`src/rtl/mr_pkg.sv`:
```
`default_nettype none
// +--------------------------------------------------------------------+
// | Package : mr_pkg                                                   |
// | Shared defaults and constants for the general-purpose reg bank.    |
// | Revision: 1.0 - initial release                                    |
// +--------------------------------------------------------------------+
package mr_pkg;

   // Default data width and register count of the machine register file
   localparam int DEF_N     = 16;
   localparam int DEF_DEPTH = 8;

   // Index of the architectural zero register
   localparam int REG_ZERO  = 0;

endpackage : mr_pkg
`default_nettype wire

```
`src/rtl/reg_ar.sv`:
```
`default_nettype none
// +--------------------------------------------------------------------+
// | Module  : reg_ar                                                   |
// | N-bit register: async active-low reset, sync clear, load enable.   |
// | Revision: 1.0 - initial release                                    |
// +--------------------------------------------------------------------+
module reg_ar #(
   parameter int N = 16
) (
   input  logic         clk,
   input  logic         rst_n,
   input  logic         clr,
   input  logic         ld,
   input  logic [N-1:0] d,
   output logic [N-1:0] q
);

   // Storage: reset wins, then clear, then load; otherwise hold
   always_ff @(posedge clk or negedge rst_n) begin
      if (!rst_n) begin
         q <= '0;
      end else if (clr) begin
         q <= '0;
      end else if (ld) begin
         q <= d;
      end
   end

endmodule : reg_ar
`default_nettype wire

```
`src/rtl/reg_bank.sv`:
```
`default_nettype none
// +--------------------------------------------------------------------+
// | Module  : reg_bank                                                 |
// | General-purpose register file: one sync write port, two comb read  |
// | ports, optional hard-wired R0 and optional write-to-read bypass.   |
// | Revision: 1.0 - initial release                                    |
// +--------------------------------------------------------------------+
module reg_bank
   import mr_pkg::*;
#(
   parameter int N        = DEF_N,
   parameter int DEPTH    = DEF_DEPTH,
   parameter int AW       = $clog2(DEPTH),
   parameter int ZERO_REG = 1,
   parameter int BYPASS   = 0
) (
   input  logic          clk,
   input  logic          rst_n,
   input  logic          ld,
   input  logic          clr,
   input  logic [AW-1:0] wr_addr,
   input  logic [N-1:0]  in,
   input  logic [AW-1:0] rd_addr_a,
   output logic [N-1:0]  out_a,
   input  logic [AW-1:0] rd_addr_b,
   output logic [N-1:0]  out_b
);

   // Per-register stored value (constant zero for a hard-wired R0)
   logic [N-1:0]     regs [DEPTH];
   // One-hot: wr_addr selects this register and it is writable.
   // Out-of-range addresses match no entry, so such writes vanish.
   logic [DEPTH-1:0] addr_hit;
   logic             bypass_ok;

   genvar i;
   generate
      for (i = 0; i < DEPTH; i++) begin : g_reg
         if ((ZERO_REG != 0) && (i == REG_ZERO)) begin : g_zero
            assign addr_hit[i] = 1'b0;
            assign regs[i]     = '0;
         end else begin : g_store
            assign addr_hit[i] = (wr_addr == AW'(i));
            reg_ar #(
               .N (N)
            ) u_reg (
               .clk   (clk),
               .rst_n (rst_n),
               .clr   (clr),
               .ld    (ld & addr_hit[i]),
               .d     (in),
               .q     (regs[i])
            );
         end
      end
   endgenerate

   // Forwarding is legal only for a real write to a writable register;
   // gated by rst_n so the ports read zero throughout reset.
   assign bypass_ok = (BYPASS != 0) && rst_n && ld && !clr && (|addr_hit);

   // Read port A: compare-based mux so out-of-range addresses read zero
   always_comb begin
      out_a = '0;
      for (int k = 0; k < DEPTH; k++) begin
         if (rd_addr_a == AW'(k)) begin
            out_a = regs[k];
         end
      end
      if (bypass_ok && (rd_addr_a == wr_addr)) begin
         out_a = in;
      end
   end

   // Read port B: identical structure to port A
   always_comb begin
      out_b = '0;
      for (int k = 0; k < DEPTH; k++) begin
         if (rd_addr_b == AW'(k)) begin
            out_b = regs[k];
         end
      end
      if (bypass_ok && (rd_addr_b == wr_addr)) begin
         out_b = in;
      end
   end

endmodule : reg_bank
`default_nettype wire
```
`config.mk`:
```
export PLATFORM = sky130hd
export DESIGN_NAME = reg_bank
export DESIGN_NICKNAME = d
export VERILOG_FILES = /design/src/rtl/mr_pkg.sv /design/src/rtl/reg_ar.sv /design/src/rtl/reg_bank.sv
export SDC_FILE = /design/constraint.sdc
export NUM_CORES = 1
export LEC_CHECK = 0
export ABC_AREA = 1
export CORE_UTILIZATION = 30
export CTS_BUF_LIST = sky130_fd_sc_hd__clkbuf_4
export DETAILED_ROUTE_END_ITERATION = 16
export DONT_BUFFER_PORTS = 1
export PLACE_DENSITY_LB_ADDON = 0.2
export SYNTH_ARGS = -nofsm -noshare
export SYNTH_HDL_FRONTEND = slang
export SYNTH_SLANG_ARGS = --single-unit
```
`constraint.sdc`:
```
create_clock -name clk -period 2.35 [get_ports clk]
set_clock_uncertainty 0.15 [all_clocks]
set_input_delay 0.3525 -clock clk [delete_from_list [all_inputs] [get_ports clk]]
set_output_delay 0.3525 -clock clk [all_outputs]
set_load 0.03 [all_outputs]
```
Word level (Yosys, flattened, before mapping)
Index checks and enable logic that the tools add are counted.
- register bits: 112
- input bits: 29
- word-level logic and storage cells: 70
- reduce and logical (&&, ||, !) cells: 7
- equality and inequality tests: 21
- bitwise operators: 7
- multiplexer cells: 28
- operator list (operator ; number):
    16-bit 2-to-1 mux ; 28
    3-bit equality test, second input constant ; 12
    3-bit by 2-bit equality test with 1-bit output, second input constant ; 6
    2-bit nonzero test ; 7
    3-bit by 1-bit equality test with 1-bit output, second input constant ; 3
    1-bit bitwise AND ; 7

Depth between registers and ports, before layout
Gate-level depths: netlist (run 1).
- depth after elaboration: 8
- mapped depth: 9

Modules after synthesis
Synthesis (run 1) repeated with hierarchy kept, for this count alone.
- cells, all modules: 952
- area, all modules: 6672.6 um^2
- by module, submodules not included (module ; seq. area each (um^2) ; cells each ; area each (um^2) ; times used):
    reg_ar ; 400.4 ; 70 ; 648.1 ; 7
    reg_bank ; 0.0 ; 462 ; 2135.8 ; 1

Worst setup path before layout (run 1)
OpenSTA, ideal clock, no wires.
- path kind: input -> output
- start point: input rd_addr_a[2]
- end point: output out_a[12]
- data arrival time: 1.681 ns
- required time: 1.847 ns
- slack: 0.167 ns
- buffers on the path: 2
- cell stages on the path: 6
- cells stage by stage: buf_2 -> nand2_1 -> buf_2 -> o21ai_0 -> a21oi_1 -> o21ai_0
- longest elaborated chain between the ends: 8
- ends and longest elaborated chain (element ; RTL line ; RTL):
    start: declaration ; reg_bank.sv:23 ; input logic [AW-1:0] rd_addr_a,
    3-bit by 1-bit equality test with 1-bit output ; reg_bank.sv:66 ; if (rd_addr_a == AW'(k)) begin
    16-bit 2-to-1 mux (6 in a row) ; reg_bank.sv:66 ;
    16-bit 2-to-1 mux (*) ; reg_bank.sv:66 ;
    end: declaration ; reg_bank.sv:24 ; output logic [N-1:0] out_a,
Every way passes the cells marked *; elsewhere a longest branch is shown, timed or not.

Worst setup path in the final report (run 1)
- start point: register g_reg[3].g_store.u_reg.q[1]
- end point: output out_b[1]
- longest elaborated chain between the ends: 5
- ends and longest elaborated chain (element ; RTL line ; RTL):
    start: declaration ; reg_ar.sv:15 ; output logic [N-1:0] q
    start signal: assignment ; reg_ar.sv:21 ; q <= '0;
    start signal: assignment ; reg_ar.sv:23 ; q <= '0;
    start signal: assignment ; reg_ar.sv:25 ; q <= d;
    16-bit 2-to-1 mux (5 in a row) ; reg_bank.sv:79 ; if (rd_addr_b == AW'(k)) begin
    end: declaration ; reg_bank.sv:26 ; output logic [N-1:0] out_b
Every way passes these cells.

==> impl_metrics.json, run 1 <==
{
  "syn_inst": 932,
  "ios": 61,
  "dp.cells": 1196,
  "synth_top_area_share_pct": 43.53,
  "top_regs": "g.g_store.u_reg.q: 112 flops",
  "antenna_found_initial": 1,
  "final_util_pct": 35.79,
  "finalCriticalPeriod_ns": 2.222,
  "crit_buf_inv": 1,
  "async_flop_share_pct": 100.0,
  "cts_root_buf": "clkbuf_4",
  "yosysWarnings": 0,
  "drive_above_1_share_pct": 7.708,
  "synth_edf_count": 0,
  "critPathCaptureType": "output pin",
  "slew_headroom_pct": 44.93,
  "fp.coreArea_um2": 21020,
  "fmax_ghz": 0.4501,
  "violations": "negative hold slack",
  "grt_pass1_wl_mm": 34.83,
  "arrival_ns": 1.72,
  "status": "complete, but fails checks",
  "top_register": "g.g_store.u_reg.q",
  "worstSetupPathType": "reg2out",
  "r2r_cells": 3,
  "avgViaCountPerCell": 5.040,
  "h-tree-depth": 3,
  "hold_viol_final": 112,
  "grt_max_degree": 113,
  "drcViolationCount": 0,
  "cpMaxStageDelayCell": "dfrtp_1",
  "crit_path_frequent_cell": "o21ai_0",
  "cts_max_path_buffers": 2,
  "drtIter0Drc": 555,
  "hp-class": "in2async",
  "register_area_um2": 2803,
  "netlist_area_um2": 6439,
  "placed_area_um2": 7123,
  "n_fill_cell": 2238,
  "cp_max_fo": 2,
  "dr.pass1.iters": 5,
  "min_period_over_period_pct": 94.54,
  "multiInputGateArea_um2": 2853,
  "grt_pass1_vias": 5864,
  "path_cells": "o21ai_0 > a21oi_1 > o21ai_0 > nand2_1 > buf_12",
  "cp-start-kind": "register",
  "fin_ws_ns": 0.1284,
  "irDropWorstVdd_mv": 0.2180,
  "fin_hold_ws_ns": -0.6488,
  "die_w_um": 148.5,
  "slew_violations": 0,
  "p_per_area_nw_per_um2": 572.4,
  "max_cap_viol_count": 0,
  "initial_core_util_pct": 30.63,
  "finalWirelength_mm": 22.50,
  "setup_violations": 0,
  "clock-sinks": 112,
  "io_buffers": 0,
  "synth_fp_nets": 961,
  "rows": 53,
  "largest_register_ffs": 112,
  "critPathTopFamily": "compound AO/OA/AOI/OAI gates",
  "dieArea_um2": 22050,
  "grtUsageTotal_pct": 21.23,
  "design_area_um2": 7523,
  "ys_ff_latch": 112,
  "final_common_cell": "nand2_1",
  "cts.reportedPaths.clkPinSlew_ns": 0.18,
  "power_mw": 4.306,
  "yosysTopAreaCell": "dfrtp_1",
  "seq_area_frac_synth_pct": 43.53,
  "cts_tree": "done",
  "p_leak_nw": 3.506,
  "rsz0062_at_grt": "no",
  "reg2reg_slack_ns": 0.95,
  "layout_common_cells": "nand2_1 (254), o21ai_0 (176), inv_1 (130), dfrtp_1 (112), a21oi_1 (76)",
  "gp_congestion": 0.8088,
  "insertion_delay_ns": 0.50,
  "synth_top_cells_by_area": "dfrtp_1 (44%), nand2_1 (15%), o21ai_0 (14%)",
  "critPathRequiredTime_ns": 1.85,
  "post_cts_buffers": 0,
  "wire_per_inst_um": 18.21,
  "r2r_end": "g_reg[2].g_store.u_reg.q[8]$_DFFE_PN0P_",
  "worstMarginPinSlew_ns": 0.8261,
  "die_h_um": 148.5,
  "yosysUniqueCellTypes": 23,
  "ys.flop_type": "dfrtp_1",
  "cp_slowest_stage_delay_ns": 0.41,
  "grt-ovfl-total": 0,
  "post-place-ws_ns": 0.1428,
  "avgSynthCellArea_um2": 6.908,
  "timing.rr.start": "g_reg[2].g_store.u_reg.q[8]$_DFFE_PN0P_",
  "drtAntennaViolNets": 0,
  "vias": 6229,
  "fin_setup_tns_ns": 0,
  "stdcell_count": 1236,
  "syn_to_final_growth_pct": 16.85,
  "nNetsFinal": 985,
  "hpwl_mm": 13.87,
  "numCtsBuffers": 9
}
[layer usage]
metal | GRT usage, % | share of wire, %
met3 | 4.264 | 6.6
met4 | 4.021 | 0.88
met5 | 0 | 0
met1 | 30.29 | 47
met2 | 33.20 | 46
[worst register-to-register path, delay by kind of cell, from the launching register on]
kind                   cells  cell delay, ns
buffers and inverters      1            0.56
and+or+nand+nor            2            0.15
DFF                        1            0.44
[power by group]
| part | leakage [nW] | internal (mW) | total, mW | switching, mW |
|---|---|---|---|---|
| clock | 0.0794 | 0.422 | 1.12 | 0.695 |
| sequential | 1.47 | 2.07 | 2.16 | 0.0900 |
| combinational | 1.96 | 0.396 | 1.03 | 0.631 |
[kinds of logic (layout without fill, tap and decap cells)]
| group | after synthesis | after routing | share of synthesized area [%] |
|---|---|---|---|
| other cells | 0 | 1 | 0 |
| flops | 112 | 112 | 43.53 |
| simple gates | 343 | 343 | 21.76 |
| buf+inv | 195 | 223 | 12.30 |
| compound gates | 282 | 282 | 22.41 |
[Yosys cell counts (2+ instances only)]
cell type and count:
o21ai_0 183, dfrtp_1 112, a21oi_1 76, clkbuf_1 21
o211ai_1 6, nor2_1 27, nand3_1 46, buf_2 36
o21ai_1 16, inv_2 4, buf_4 2, nand2_1 254
inv_1 130, nand4_1 10
[cell type report]
type	count	area share, %
Antenna cell	1	0.03326
Clock buffer	9	0.8981
Clock inverter	6	1.131
Inverter	134	6.686
Multi-Input combinational cell	625	37.92
Sequential cell	112	37.25
Tap cell	275	4.573
Timing Repair Buffer	74	11.51
[how the worst max path moves through the flow]
stage                                                   startpoint   endpoint  slack [ns]  depth (start not counted)
after CTS                 g_reg[3].g_store.u_reg.q[14]$_DFFE_PN0P_  out_b[14]        0.07                          5
final                      g_reg[3].g_store.u_reg.q[1]$_DFFE_PN0P_   out_b[1]        0.13                          5
after global routing       g_reg[2].g_store.u_reg.q[6]$_DFFE_PN0P_   out_b[6]       0.004                          5
after detailed placement                              rd_addr_b[2]  out_b[10]        0.14                          5
after floorplan                                       rd_addr_a[2]  out_a[12]        0.17                          6
after global placement                                rd_addr_b[2]  out_b[12]        0.15                          5
[what timing repair did]
| item | CTS | global route |
|---|---|---|
| pin swaps | 0 | 1 |
| hold endpoints to repair | 212 | 114 |
| gates resized for setup | 2 | 6 |
| hold buffers | 23 | 1 |
| setup endpoints to repair | 2 | 6 |
Note: power is estimated with default switching activity, not from simulation.
==> run 2: changes to the inputs <==
--- a/config.mk
+++ b/config.mk
@@ -5,7 +5,6 @@
 export SDC_FILE = /design/constraint.sdc
 export NUM_CORES = 1
 export LEC_CHECK = 0
-export ABC_AREA = 1
 export CORE_UTILIZATION = 30
 export CTS_BUF_LIST = sky130_fd_sc_hd__clkbuf_4
 export DETAILED_ROUTE_END_ITERATION = 16
==> run 2 against run 1 <==
The flow still finishes with violations (negative hold slack); first-iteration DRC count is 4.3% lower; design area is 4.1% higher; die area up 8.1%; largest cell class unchanged.
==> impl_metrics.json, run 2 <==
{
  "status": "complete, but fails checks",
  "violations": "negative hold slack",
  "cp_max_fo": 3,
  "clock-sinks": 112,
  "grt_pass1_vias": 5950,
  "io_buffers": 0,
  "drive_above_1_share_pct": 12.82,
  "avgViaCountPerCell": 5.497,
  "grtUsageMet1_pct": 28.18,
  "arrival_ns": 1.81,
  "yosys.area_share.simple_pct": 24.25,
  "ys.flop_type": "dfrtp_1",
  "cts_root_buf": "clkbuf_4",
  "cts.reportedPaths.clkPinSlew_ns": 0.19,
  "worstMarginPinSlew_ns": 0.6073,
  "min_period_over_period_pct": 98.61,
  "gp_congestion": 0.7571,
  "layout_common_cells": "nand2_1 (246), dfrtp_1 (112), a21oi_1 (88), dlygate4sd3_1 (39), nand3b_1 (36)",
  "largest_register_ffs": 112,
  "async_flop_share_pct": 100.0,
  "synth_top_cells_by_area": "dfrtp_1 (40%), nand2_1 (13%), a21oi_1 (6.3%)",
  "reg2reg_slack_ns": 0.90,
  "stdcell_count": 1097,
  "seq_area_frac_synth_pct": 40.22,
  "fin_hold_ws_ns": -0.6359,
  "rows": 55,
  "hold_viol_final": 112,
  "synth_top_family_by_area": "simple AND/OR/NAND/NOR gates",
  "yosysMostFrequentCell": "nand2_1",
  "syn_inst": 795,
  "fmax_ghz": 0.4315,
  "cp-start-kind": "register",
  "insertion_delay_ns": 0.50,
  "netlist_area_um2": 6969,
  "synth_edf_count": 0,
  "register_area_um2": 2803,
  "die_w_um": 154.4,
  "slew_headroom_pct": 59.37,
  "avgSynthCellArea_um2": 8.766,
  "wire_per_inst_um": 21.83,
  "initial_core_util_pct": 30.69,
  "synth_top_area_share_pct": 40.22,
  "yosysWarnings": 0,
  "grt_pass1_wl_mm": 36.96,
  "syn_to_final_growth_pct": 12.35,
  "cts_hold_buf": 40,
  "grt_max_degree": 113,
  "dp.cells": 1038,
  "h-tree-depth": 3,
  "hpwl_mm": 13.63,
  "worstSetupPathType": "reg2out",
  "vias": 6030,
  "nNetsFinal": 835,
  "antenna_found_initial": 1,
  "multiInputGateArea_um2": 3556,
  "yosysUniqueCellTypes": 40,
  "top_usage_layer": "met2",
  "irDropWorstVdd_mv": 0.2055,
  "numCtsBuffers": 9,
  "hp-class": "in2async",
  "die_h_um": 154.4,
  "drtIter0Drc": 531,
  "critPathCaptureType": "output pin",
  "rsz0062_at_grt": "yes",
  "top_regs": "g.g_store.u_reg.q: 112 flops",
  "top_register": "g.g_store.u_reg.q",
  "grtUsageMet2_pct": 34.37,
  "drtAntennaViolNets": 0,
  "p_per_area_nw_per_um2": 453.5,
  "fp.coreArea_um2": 22710,
  "synth-compound-area-share_pct": 18.67,
  "critPathRequiredTime_ns": 1.85,
  "slew_violations": 0,
  "synthAdderAreaFrac_pct": 0,
  "ios": 61,
  "n_fill_cell": 2347,
  "synth-xor-area-share_pct": 0,
  "max_cap_viol_count": 0,
  "finalWirelength_mm": 23.94,
  "fin_setup_tns_ns": 0,
  "grtUsageTotal_pct": 20.51,
  "drcViolationCount": 0,
  "final_common_cell": "nand2_1",
  "p_leak_nw": 3.057,
  "ys_ff_latch": 112,
  "synthMuxAreaShare_pct": 7.684,
  "synth_fp_nets": 824,
  "synth_common_cells": "nand2_1 (246), dfrtp_1 (112), a21oi_1 (88)",
  "met3_usage_pct": 2.634,
  "grt-ovfl-total": 0,
  "cts_tree": "done",
  "yosysTopAreaCell": "dfrtp_1",
  "dieArea_um2": 23840,
  "finalCriticalPeriod_ns": 2.317,
  "setup_violations": 0,
  "cts_max_path_buffers": 2,
  "power_mw": 3.551,
  "dr.pass1.iters": 5
}
-- run 2: cell count changes in the layout (fill, tap and decap cells not counted), sizes merged, moves of 12 or more --
cell,change
o21ai,-194
inv,-108
nand3,-46
a21oi,+38
nand3b,+36
mux2i,+34
nand4b,+27
nor2,-26
a22o,+24
o221ai,+23
dlygate4sd3,+15
o2111ai,+12
-- run 2: report_power, final --
group	internal [mW]	switching, mW	total [mW]
clock	0.332	0.682	1.01
sequential	1.97	0.0317	2.00
combinational	0.234	0.305	0.539
-- run 2: cell families (layout without fill, tap and decap cells) --
family,count (synthesis),after routing
other,0,1
buffers and inverters,107,123
AND/OR/NAND/NOR,341,341
multiplexers,46,46
AO/OA/AOI/OAI,189,189
flip-flops,112,112
-- run 2: area by class of cell --
cell class | count | share of cell area (%)
well taps | 285 | 4.554
clock inverters | 6 | 0.7670
multi-input cells | 576 | 45.41
repair buffers | 81 | 11.23
diodes | 1 | 0.03196
flip-flops and latches | 112 | 35.79
clock buffers | 10 | 0.9588
inverters | 26 | 1.246
-- run 2: worst max-delay path, stage by stage (launching register included) --
cell,delay (ns)
dfrtp_1,0.44
mux2_4,0.26
a221o_1,0.33
a22o_4,0.28
-- run 2: routing by layer --
layer	share of wire (%)	vias up
met2	49	122
li1	-	2814
met1	46	3078
met3	4.1	16
met4	0.94	0
met5	0	-
-- run 2: repair_timing --
item,in CTS,in global routing
hold endpoints to repair,224,112
resized for setup,4,4
pin swaps,0,3
endpoints found under the setup margin,3,3
setup buffers,1,1
-- run 2: per-stage QoR --
step | hold slack (ns) | setup WS, ns | util, % | area, µm²
6_report | -0.6359 | 0.03256 | 34.48 | 7830
5_1_grt | -0.6661 | -0.03263 | 34.48 | 7830
4_1_cts | -0.6644 | 0.0003090 | 34.36 | 7802
3_5_place_dp | -0.08564 | 0.3972 | 31.82 | 7227
3_3_place_gp | -0.08582 | 0.3880 | 31.82 | 7227
2_1_floorplan | -0.09309 | 0.1709 | - | 6969
-- run 2: worst paths after layout --
kind / end / depth (start not counted) / start
setup / recovery: out_a[15] / 3 / g_reg[5].g_store.u_reg.q[15]$_DFFE_PN0P_
hold / removal: g_reg[5].g_store.u_reg.q[6]$_DFFE_PN0P_ / 0 / rst_n
setup reg to reg: g_reg[7].g_store.u_reg.q[11]$_DFFE_PN0P_ / 4 / g_reg[7].g_store.u_reg.q[11]$_DFFE_PN0P_
hold reg to reg: g_reg[1].g_store.u_reg.q[1]$_DFFE_PN0P_ / 2 / g_reg[1].g_store.u_reg.q[1]$_DFFE_PN0P_
max in group asynchronous: g_reg[6].g_store.u_reg.q[1]$_DFFE_PN0P_ / 0 / rst_n
min in group clk: g_reg[7].g_store.u_reg.q[0]$_DFFE_PN0P_ / 3 / wr_addr[2]
==> run 3: changes to the inputs <==
--- a/config.mk
+++ b/config.mk
@@ -7,6 +7,7 @@
 export LEC_CHECK = 0
 export CORE_UTILIZATION = 30
 export CTS_BUF_LIST = sky130_fd_sc_hd__clkbuf_4
+export CTS_CLUSTER_SIZE = 10
 export DETAILED_ROUTE_END_ITERATION = 16
 export DONT_BUFFER_PORTS = 1
 export PLACE_DENSITY_LB_ADDON = 0.2
==> results of run 3 <==
No change in the layout: final DEF, timing and power equal those of run 2.
